File: src/rtl/key_onehot_capture.sv
// Sync + debounce of 8 key lines into a registered one-hot code; press/release latency DEBOUNCE_CYCLES+3 edges, no backpressure.
// Optional auto-repeat of key_valid while held is enabled by defining KEYCAP_REPEAT_EN.
module key_onehot_capture #(
  parameter int DEBOUNCE_CYCLES = 4,
  parameter int REPEAT_CYCLES   = 16
) (
  input  logic       clk,
  input  logic       rst_n,
  input  logic [7:0] keys_in,
  output logic [7:0] octal_out,
  output logic       key_valid,
  output logic       key_held,
  output logic       multi_err
);

  localparam int CW = $clog2(DEBOUNCE_CYCLES + 1);
  localparam logic [CW-1:0] CNT_LAST = CW'(DEBOUNCE_CYCLES - 1);

  if (DEBOUNCE_CYCLES < 1) begin : g_bad_debounce
    $error("key_onehot_capture: DEBOUNCE_CYCLES must be at least 1");
  end
  if (REPEAT_CYCLES < 2) begin : g_bad_repeat
    $error("key_onehot_capture: REPEAT_CYCLES must be at least 2");
  end

  typedef enum logic [1:0] {
    IDLE     = 2'd0,
    DEBOUNCE = 2'd1,
    HELD     = 2'd2,
    RELEASE  = 2'd3
  } state_t;

  state_t        state, state_nxt;
  logic [7:0]    sync1, keys_s;
  logic [7:0]    cand, cand_nxt;
  logic [CW-1:0] cnt, cnt_nxt;
  logic [7:0]    octal_nxt;
  logic          valid_nxt, err_nxt;
  logic          cand_onehot;

`ifdef KEYCAP_REPEAT_EN
  localparam int RW = $clog2(REPEAT_CYCLES);
  localparam logic [RW-1:0] REP_LAST = RW'(REPEAT_CYCLES - 1);
  logic [RW-1:0] rep, rep_nxt;
`endif

  assign cand_onehot = (cand != 8'h00) && ((cand & (cand - 8'h01)) == 8'h00);

  always_ff @(posedge clk) begin
    if (!rst_n) begin
      sync1     <= 8'h00;
      keys_s    <= 8'h00;
      state     <= IDLE;
      cand      <= 8'h00;
      cnt       <= '0;
      octal_out <= 8'h00;
      key_valid <= 1'b0;
      key_held  <= 1'b0;
      multi_err <= 1'b0;
`ifdef KEYCAP_REPEAT_EN
      rep       <= '0;
`endif
    end else begin
      sync1     <= keys_in;
      keys_s    <= sync1;
      state     <= state_nxt;
      cand      <= cand_nxt;
      cnt       <= cnt_nxt;
      octal_out <= octal_nxt;
      key_valid <= valid_nxt;
      key_held  <= (octal_nxt != 8'h00);
      multi_err <= err_nxt;
`ifdef KEYCAP_REPEAT_EN
      rep       <= rep_nxt;
`endif
    end
  end

  always_comb begin
    state_nxt = state;
    cand_nxt  = cand;
    cnt_nxt   = cnt;
    octal_nxt = octal_out;
    valid_nxt = 1'b0;
    err_nxt   = 1'b0;
`ifdef KEYCAP_REPEAT_EN
    rep_nxt   = rep;
`endif
    case (state)
      IDLE: begin
        if (keys_s != 8'h00) begin
          state_nxt = DEBOUNCE;
          cand_nxt  = keys_s;
          cnt_nxt   = '0;
        end
      end
      DEBOUNCE: begin
        if (keys_s == 8'h00) begin
          state_nxt = IDLE;
        end else if (keys_s != cand) begin
          cand_nxt = keys_s;
          cnt_nxt  = '0;
        end else if (cnt != CNT_LAST) begin
          cnt_nxt = cnt + 1'b1;
        end else if (cand_onehot) begin
          state_nxt = HELD;
          octal_nxt = cand;
          valid_nxt = 1'b1;
`ifdef KEYCAP_REPEAT_EN
          rep_nxt   = '0;
`endif
        end else begin
          // Multi-key chord: wait for a full release before looking again.
          state_nxt = RELEASE;
          err_nxt   = 1'b1;
          cnt_nxt   = '0;
        end
      end
      HELD: begin
        if (keys_s == 8'h00) begin
          state_nxt = RELEASE;
          cnt_nxt   = '0;
`ifdef KEYCAP_REPEAT_EN
          rep_nxt   = '0;
`endif
        end
`ifdef KEYCAP_REPEAT_EN
        else if (keys_s == octal_out) begin
          if (rep == REP_LAST) begin
            valid_nxt = 1'b1;
            rep_nxt   = '0;
          end else begin
            rep_nxt = rep + 1'b1;
          end
        end
`endif
      end
      RELEASE: begin
        if (keys_s != 8'h00) begin
          cnt_nxt = '0;
        end else if (cnt != CNT_LAST) begin
          cnt_nxt = cnt + 1'b1;
        end else begin
          state_nxt = IDLE;
          octal_nxt = 8'h00;
        end
      end
      default: begin
        state_nxt = IDLE;
        octal_nxt = 8'h00;
      end
    endcase
  end

endmodule

File: config.mk
export PLATFORM = sky130hd
export DESIGN_NAME = key_onehot_capture
export DESIGN_NICKNAME = d
export VERILOG_FILES = /design/src/rtl/key_onehot_capture.sv
export SDC_FILE = /design/constraint.sdc
export NUM_CORES = 1
export LEC_CHECK = 0
export ABC_AREA = 1
export CORE_UTILIZATION = 45
export CTS_CLUSTER_SIZE = 14
export DETAILED_ROUTE_END_ITERATION = 10
export PLACE_DENSITY_LB_ADDON = 0.15
export SYNTH_ARGS = -nofsm -noshare
export SYNTH_HDL_FRONTEND = slang
export SYNTH_SLANG_ARGS = --single-unit
File: constraint.sdc
create_clock -name clk -period 4.15 [get_ports clk]
set_input_delay 0.6225 -clock clk [delete_from_list [all_inputs] [get_ports clk]]
set_output_delay 0.6225 -clock clk [all_outputs]
set_load 0.02 [all_outputs]
After elaboration in Yosys (flattened, before gate mapping). Cells that the tools add are included.

Latch bits: 0. Bits in read-only memories: 0. Logic and storage cells: 72. Register bits: 40. Output and inout bits: 11. Memory bits (writable): 0. Memories: 0.

Shift operators: 0. Magnitude comparators: 0. Eq/ne operators: 15. Multipliers: 0. Divide/modulo/power cells: 0. Reductions and logical operators: 12. Bitwise operators: 3. Mux-type cells: 31. Add/subtract/negate cells: 2.

Operator list (count): 2-to-1 mux 8 bit (9); one-hot mux 8 bit (2 select lines) (2); 2-to-1 mux 3 bit (8); nonzero test 8 bit (3); zero test 8 bit (2); 2-to-1 mux 2 bit (7); != test 2 bit (second input constant) (6); one-hot mux 3 bit (4 select lines) (1); != test 3 bit (second input constant) (3); AND 8 bit (1); != test 8 bit (1); one-hot mux 2 bit (4 select lines) (1); subtractor 8 x 1 -> 8 bit (second input constant) (1); AND reduction 6 bit (1); AND reduction 5 bit (1); OR reduction 5 bit (1); == test 2 bit (second input constant) (2); != test 4 bit (second input constant) (1); AND reduction 4 bit (1); adder 3 x 1 -> 3 bit (second input constant) (1); 2-to-1 mux 1 bit (3); != test 3 x 2 -> 1 bit (second input constant) (1); == test 2 x 1 -> 1 bit (second input constant) (1); zero test 2 bit (1); other kinds (3) (4).

Logic depth before layout (Yosys ltp). Gate-level depths: netlist of run 1.

Depth in word-level cells: 10. Gate-level depth with buffers: 14. Depth with buffers taken out: 14.

Least setup slack after synthesis of run 1. Ideal clock, no wire load.

Kind: flip-flop to flip-flop. Start point: reg cnt[0]. End point: reg key_held. Slack: 2.425 ns. Required time: 4.022 ns. Setup time: 0.128 ns. Buffers on the path: 1. Arrival time: 1.598 ns. Cell stages (with the launch flop): 13. Cell sequence: dfxtp_1 ha_1 ha_1 clkbuf_1 inv_1 nor2_1 nand3_4 nand3_1 nand2_1 nor2_1 nand3_1 nor2_1 nor2_1.

Longest elaborated chain between the ends: 6.

RTL lines: start: declaration (RTL line 36) `logic [CW-1:0] cnt, cnt_nxt;`; start signal: assignment (RTL line 68) `cnt <= cnt_nxt;`; != test 3 x 2 -> 1 bit (*) (RTL line 103, 141); 2-to-1 mux 8 bit (RTL line 103) `end else if (cnt != CNT_LAST) begin`; 2-to-1 mux 8 bit (RTL line 100) `end else if (keys_s != cand) begin`; 2-to-1 mux 8 bit (RTL line 98) `if (keys_s == 8'h00) begin`; one-hot mux 8 bit (2 select lines) (*) (RTL line 89) `case (state)`; nonzero test 8 bit (*) (RTL line 71) `key_held <= (octal_nxt != 8'h00);`; end signal: assignment (RTL line 71); end: declaration (RTL line 12) `output logic key_held,`.

Every way passes the cells marked *; elsewhere a longest branch is shown, timed or not. A chain may end at the register's enable or synchronous reset.

Worst setup path in the final report of run 1.
Start point: reg octal_out[2]. End point: out octal_out[2].

RTL lines: start: declaration (RTL line 10) `output logic [7:0] octal_out,`; start signal: assignment (RTL line 69) `octal_out <= octal_nxt;`.

No word-level cell between the ends.

==> results of run 1 <==
-- state kept, by name, indices dropped and copies added, names as in the netlist, named ones only --
signal / flops
sync1: 8
multi_err: 1
octal_out: 8
cand: 8
state: 1
keys_s: 8
cnt: 3
key_held: 1
key_valid: 1
-- worst register-to-register path: stages (launching register included) --
cell	delay, ns
dfxtp_1	0.35
ha_1	0.18
ha_1	0.32
nand4_1	0.31
nand3_1	0.20
nand2_1	0.06
nor2_1	0.12
nand3_1	0.08
nor2_1	0.11
nor2_1	0.04
-- layout make-up --
class / count / area [µm²] / area share (%)
sequential: 40 / 801 / 35.0
inverter: 53 / 199 / 8.69
timing repair buffer: 21 / 208 / 9.08
multi-input combinational: 184 / 892 / 39.0
clock buffer: 7 / 96.3 / 4.21
tap: 50 / 62.6 / 2.73
clock inverter: 1 / 30.0 / 1.31
-- final timing paths --
kind / endpoint / start / slack [ns] / depth (start not counted)
worst max-delay path: octal_out[2] / octal_out[2] / 2.26 / 1
worst max register to register: key_held / cnt[0] / 2.28 / 9
worst min register to register: keys_s[3] / sync1[3] / 0.41 / 2
worst min-delay path: keys_s[3] / sync1[3] / 0.41 / 2
-- metal layers --
layer | vias to the layer above | routed length [µm] | global-route usage, %
met5 | - | 0 | 0
met4 | 0 | 50 | 5.59
met3 | 6 | 116 | 5.07
met2 | 21 | 1770 | 34.0
met1 | 751 | 1810 | 23.4
li1 | 909 | - | -
-- kinds of logic (layout without fill, tap and decap cells) --
family / count (synthesis) / after routing
compound gates: 33 / 33
fa+ha+maj: 3 / 3
buf+inv: 59 / 82
flops: 40 / 40
simple gates: 148 / 148
-- power groups by stage --
| stage | clock, mW | combinational [mW] | sequential [mW] |
|---|---|---|---|
| global placement | 0 | 0.236 | 0.447 |
| CTS | 0.351 | 0.242 | 0.438 |
| detailed placement | 0 | 0.239 | 0.447 |
| finish | 0.343 | 0.241 | 0.438 |
| floorplan | 0 | 0.199 | 0.440 |
| global route | 0.362 | 0.273 | 0.444 |
-- Yosys cell counts, drive strengths merged --
| cell | n | share of area (%) |
|---|---|---|
| a21oi | 17 | 4.4 |
| buf | 3 | 1.2 |
| clkbuf | 3 | 0.58 |
| dfxtp | 40 | 42 |
| ha | 3 | 1.9 |
| inv | 53 | 10 |
| nand2 | 85 | 17 |
| nand3 | 22 | 6.4 |
| nand3b | 1 | 0.39 |
| nand4 | 6 | 1.9 |
| nor2 | 31 | 8.2 |
| nor3 | 2 | 0.78 |
| o21ai | 15 | 4.5 |
| o31ai | 1 | 0.39 |
| or2 | 1 | 0.32 |
-- metrics by stage --
stage / instance area (µm²) / instances / total power [mW] / hold slack [ns] / worst slack, ns
finish: 2290 / 356 / 1.02 / 0.413 / 2.26
global route: 2290 / 356 / 1.08 / 0.436 / 1.98
CTS: 2290 / 356 / 1.03 / 0.417 / 2.25
detailed placement: 2160 / 348 / 0.686 / 0.398 / 2.21
global placement: 2160 / 348 / 0.683 / 0.393 / 2.22
floorplan: 1930 / 283 / 0.639 / 0.390 / 2.42
==> impl_metrics.py, run 1 <==
metrics = {
    "synth": {
        "synth_top_family_by_area": "simple AND/OR/NAND/NOR gates",
        "synthesis.nets": 296,
        "synthXorXnorAreaFrac_pct": 0,
        "ys_types": 26,
        "synthMuxAreaShare_pct": 0,
        "ys_warn_count": 0,
        "syn_area_um2": 1930,
        "yosysSeqAreaShare_pct": 41.6,
        "syn_inst": 283,
        "synth_compound_area_share_pct": 9.29,
        "synthAdderAreaFrac_pct": 1.95,
        "yosys.area_share.simple_pct": 35.1,
        "ys_ff_latch": 40,
        "avgSynthCellArea_um2": 6.81,
    },
    "floorplanning": {
        "initial_core_util_pct": 47.5,
        "coreArea_um2": 4060,
        "num_rows": 23,
        "die_w_um": 67.4,
        "fp.dieH_um": 67.4,
        "die_area_um2": 4550,
        "ios": 21,
    },
    "sta": {
        "max_freq_ghz": 0.528,
        "final.setup.tns_ns": 0,
        "min_period_ns": 1.89,
        "drv_slew": 0,
        "finalSetupViolCount": 0,
        "period_share_pct": 45.6,
        "skew_ns": 0.00400,
        "slew_headroom_pct": 73.8,
        "worst_slew_pin_slew_ns": 0.392,
        "rsz0062_at_grt": "false",
        "hold_viol": 0,
    },
    "critical_path": {
        "crit_chain": "clkdlybuf4s50_1",
        "path_class": "flop to primary output",
        "required_ns": 3.53,
        "worst_setup_path_start_kind": "flop",
        "arrival_ns": 1.27,
        "endpoint_kind": "primary output",
        "crit_path_max_incr_delay_ns": 0.62,
        "crit_fanout": 3,
        "crit_path_top_delay_cell": "clkdlybuf4s50_1",
        "crit_family": "buffers and inverters",
        "crit_buf_inv": 1,
    },
    "detailed_routing": {
        "drt_iter0_markers": 92,
        "ant_nets": 0,
        "dr.pass1.iters": 4,
        "routedWlPerCell_um": 10.5,
        "drt-total-wl_um": 3740,
        "drc_errors": 0,
        "vias_per_cell": 4.74,
        "vias": 1687,
    },
    "power": {
        "peakVddDrop_uv": 277,
        "power_frac_comb_pct": 23.6,
        "p_sw_share_pct": 31.2,
        "p_int_mw": 0.703,
        "p_leak_nw": 1.13,
        "clkPwrFrac_pct": 33.6,
        "p_seq_share_pct": 42.9,
        "switching_power_mw": 0.319,
        "cellPowerDensity_nw_per_um2": 446,
    },
    "global_routing": {
        "grt.total_usage_pct": 19.5,
        "grt_pass1_vias": 1523,
        "antenna_found_initial": 0,
        "globalRouteOverflowTotal": 0,
        "grt_pass1_wl_um": 6560,
        "grt_max_degree": 29,
    },
    "layout": {
        "insertedDiodeCount": 0,
        "drive_above_1_share_pct": 8.82,
        "utilization_pct": 56.4,
        "layout_commonest_cell": "nand2_1",
        "final_nets": 318,
        "area_growth_pct": 18.8,
        "layout_common_cells": "nand2_1, inv_1, dfxtp_1",
        "fill_cells": 395,
    },
    "clocking": {
        "clk_pin_slew_worst_paths_ns": 0.08,
        "ctsResizeCount": 0,
        "htreeDepth": 2,
        "hold_buffers": 0,
        "cts_buffers": 5,
        "post-cts-setup-buffer-count": 0,
        "cts_tree": "yes",
        "cts.path.max_buffers": 2,
        "cts-root-buf": "clkbuf_8",
        "clock-sinks": 40,
        "clkLatencyLatePin_ns": 0.29,
    },
    "worst_hold_path": {
        "min_path_type": "flop to flop",
    },
    "placed_design": {
        "port_buffers": 20,
        "dp_hpwl_um": 2770,
        "routabilityCongestion": 0.820,
    },
    "status": {
        "status": "finished clean",
    },
    "flow_run": {
        "cap_violations": 0,
    },
}
No activity file was read; power rests on OpenSTA's default activity.
==> run 2: changes to the inputs <==
- clock period: 4.15 -> 1.8 ns (I/O delays scaled with it)
==> run 2 against run 1 <==
Global-route usage increased by 0.78 points. Utilization rose by 5.8 points. Critical path depth up 11. Power is 140% higher. Via count up 4.5%. Combinational power rose to 3.0 times the previous value. Die area stayed put. First-iteration DRC count is 15% lower. Largest cell class unchanged.
==> impl_metrics.py, run 2 (synthesis results as in run 1) <==
metrics = {
    "critical_path": {
        "path_class": "flop to flop",
        "endpoint_kind": "flop",
        "required_ns": 2.02,
        "arrival_ns": 1.98,
        "worst_setup_path_start_kind": "flop",
        "reg2regPathDepth": 12,
        "crit_fanout": 8,
    },
    "detailed_routing": {
        "drc_errors": 0,
        "dr.pass1.iters": 4,
        "ant_nets": 0,
        "routedWlPerCell_um": 11.5,
        "drt-total-wl_um": 4230,
        "drt_iter0_markers": 78,
        "vias_per_cell": 4.78,
        "vias": 1763,
    },
    "power": {
        "peakVddDrop_uv": 631,
        "p_int_mw": 1.65,
        "p_seq_share_pct": 41.9,
        "cellPowerDensity_nw_per_um2": 973,
        "power_frac_comb_pct": 29.0,
        "clkPwrFrac_pct": 29.1,
        "p_sw_share_pct": 32.7,
        "switching_power_mw": 0.802,
        "power.total_mw": 2.46,
        "p_leak_nw": 1.22,
    },
    "status": {
        "status": "finished clean",
    },
    "floorplanning": {
        "num_rows": 23,
        "initial_core_util_pct": 47.5,
        "coreArea_um2": 4060,
        "fp.dieH_um": 67.4,
        "die_w_um": 67.4,
        "die_area_um2": 4550,
        "ios": 21,
    },
    "sta": {
        "finalSetupViolCount": 0,
        "worst_slew_pin_slew_ns": 0.415,
        "drv_slew": 0,
        "period_share_pct": 97.9,
        "max_freq_ghz": 0.568,
        "slew_headroom_pct": 72.3,
        "hold_viol": 0,
        "rsz0062_at_grt": "true",
        "skew_ns": 0.00404,
        "min_period_ns": 1.76,
    },
    "layout": {
        "insertedDiodeCount": 0,
        "utilization_pct": 62.2,
        "layout_common_cells": "nand2_1, inv_1, dfxtp_1",
        "fill_cells": 389,
        "finalNonFillerCells": 369,
        "area_growth_pct": 31.0,
        "layout_commonest_cell": "nand2_1",
        "drive_above_1_share_pct": 22.9,
        "final_nets": 331,
    },
    "global_routing": {
        "grt_pass1_vias": 1561,
        "grt.total_usage_pct": 20.3,
        "antenna_found_initial": 0,
        "grt_max_degree": 19,
        "globalRouteOverflowTotal": 0,
        "grt_pass1_wl_um": 6830,
    },
    "placed_design": {
        "dp_cells": 352,
        "dp_hpwl_um": 3030,
        "port_buffers": 20,
        "routabilityCongestion": 0.866,
    },
    "clocking": {
        "clock-sinks": 40,
        "cts_tree": "yes",
        "htreeDepth": 2,
        "cts.path.max_buffers": 2,
        "clkLatencyLatePin_ns": 0.29,
        "cts_buffers": 5,
        "clk_pin_slew_worst_paths_ns": 0.08,
        "hold_buffers": 0,
        "cts-root-buf": "clkbuf_8",
    },
    "worst_hold_path": {
        "min_path_type": "flop to flop",
        "holdPathStages": 2,
    },
    "flow_run": {
        "cap_violations": 0,
    },
}
[run 2: cell count changes in the layout (fill, tap and decap cells not counted), moves of 5 or more]
cell | previous run | this run
buf_4 | 1 | 12
inv_1 | 50 | 45
nor2_4 | 2 | 7
dfxtp_2 | 0 | 6
nand3_1 | 21 | 16
nor2_1 | 24 | 15
dfxtp_4 | 0 | 5
inv_2 | 3 | 8
nand3_2 | 0 | 5
dfxtp_1 | 40 | 29
[run 2: per-stage QoR]
stage	hold slack (ns)	cell area [µm²]	TNS [ns]	setup slack, ns
global route	0.428	2520	-0.932	-0.118
finish	0.410	2520	0	0.0383
floorplan	0.368	1930	0	0.0745
CTS	0.418	2330	0	0.00381
global placement	0.391	2200	-0.00322	-0.00322
detailed placement	0.396	2200	-0.0423	-0.0423
[run 2: area by class of cell]
cell class / instances / area [µm²] / area share (%)
multi-input cells: 184 / 993 / 39.3
flip-flops and latches: 40 / 827 / 32.8
repair buffers: 34 / 335 / 13.3
inverters: 53 / 199 / 7.88
clock buffers: 6 / 72.6 / 2.87
well taps: 50 / 62.6 / 2.48
clock inverters: 2 / 35.0 / 1.39
[run 2: power by group through the flow]
stage | clock [mW] | combinational (mW) | sequential, mW
finish | 0.715 | 0.712 | 1.03
global placement | 0 | 0.574 | 1.03
detailed placement | 0 | 0.580 | 1.03
CTS | 0.739 | 0.589 | 1.01
global route | 0.772 | 0.791 | 1.04
floorplan | 0 | 0.459 | 1.01
[run 2: per-layer routing]
metal	wire length (µm)	track usage, %	share of wire, %
met1	2020	26.0	48
met2	1970	32.3	47
met3	171	5.24	4.0
met4	69	7.98	1.6
met5	0	0	0
[run 2: final timing paths]
kind,end,startpoint,slack (ns)
max,cand[1],cand[0],0.04
min,keys_s[2],sync1[2],0.41
max reg2reg,cand[1],cand[0],0.04
min reg2reg,keys_s[2],sync1[2],0.41
[run 2: repair_timing]
action,4_1_cts,5_1_grt
buffers inserted,0,8
pin swaps,1,20
resized for setup,4,42
setup endpoints to repair,2,14
gates cloned,0,1
[run 2: worst max-delay path: stages (launching register included)]
cell and delay, ns:
dfxtp_4 0.38, inv_1 0.08, nand2_1 0.07, nand2_1 0.07, nor2_2 0.10, nand2_2 0.09
nor2_8 0.16, buf_4 0.13, inv_2 0.05, o21ai_4 0.21, buf_12 0.15, o21ai_0 0.07
a21oi_1 0.12
==> run 3: changes to the inputs <==
- GPL_ROUTABILITY_DRIVEN: unset -> 0
==> results of run 3 <==
Final layout, timing and power as in run 2 (identical DEF).
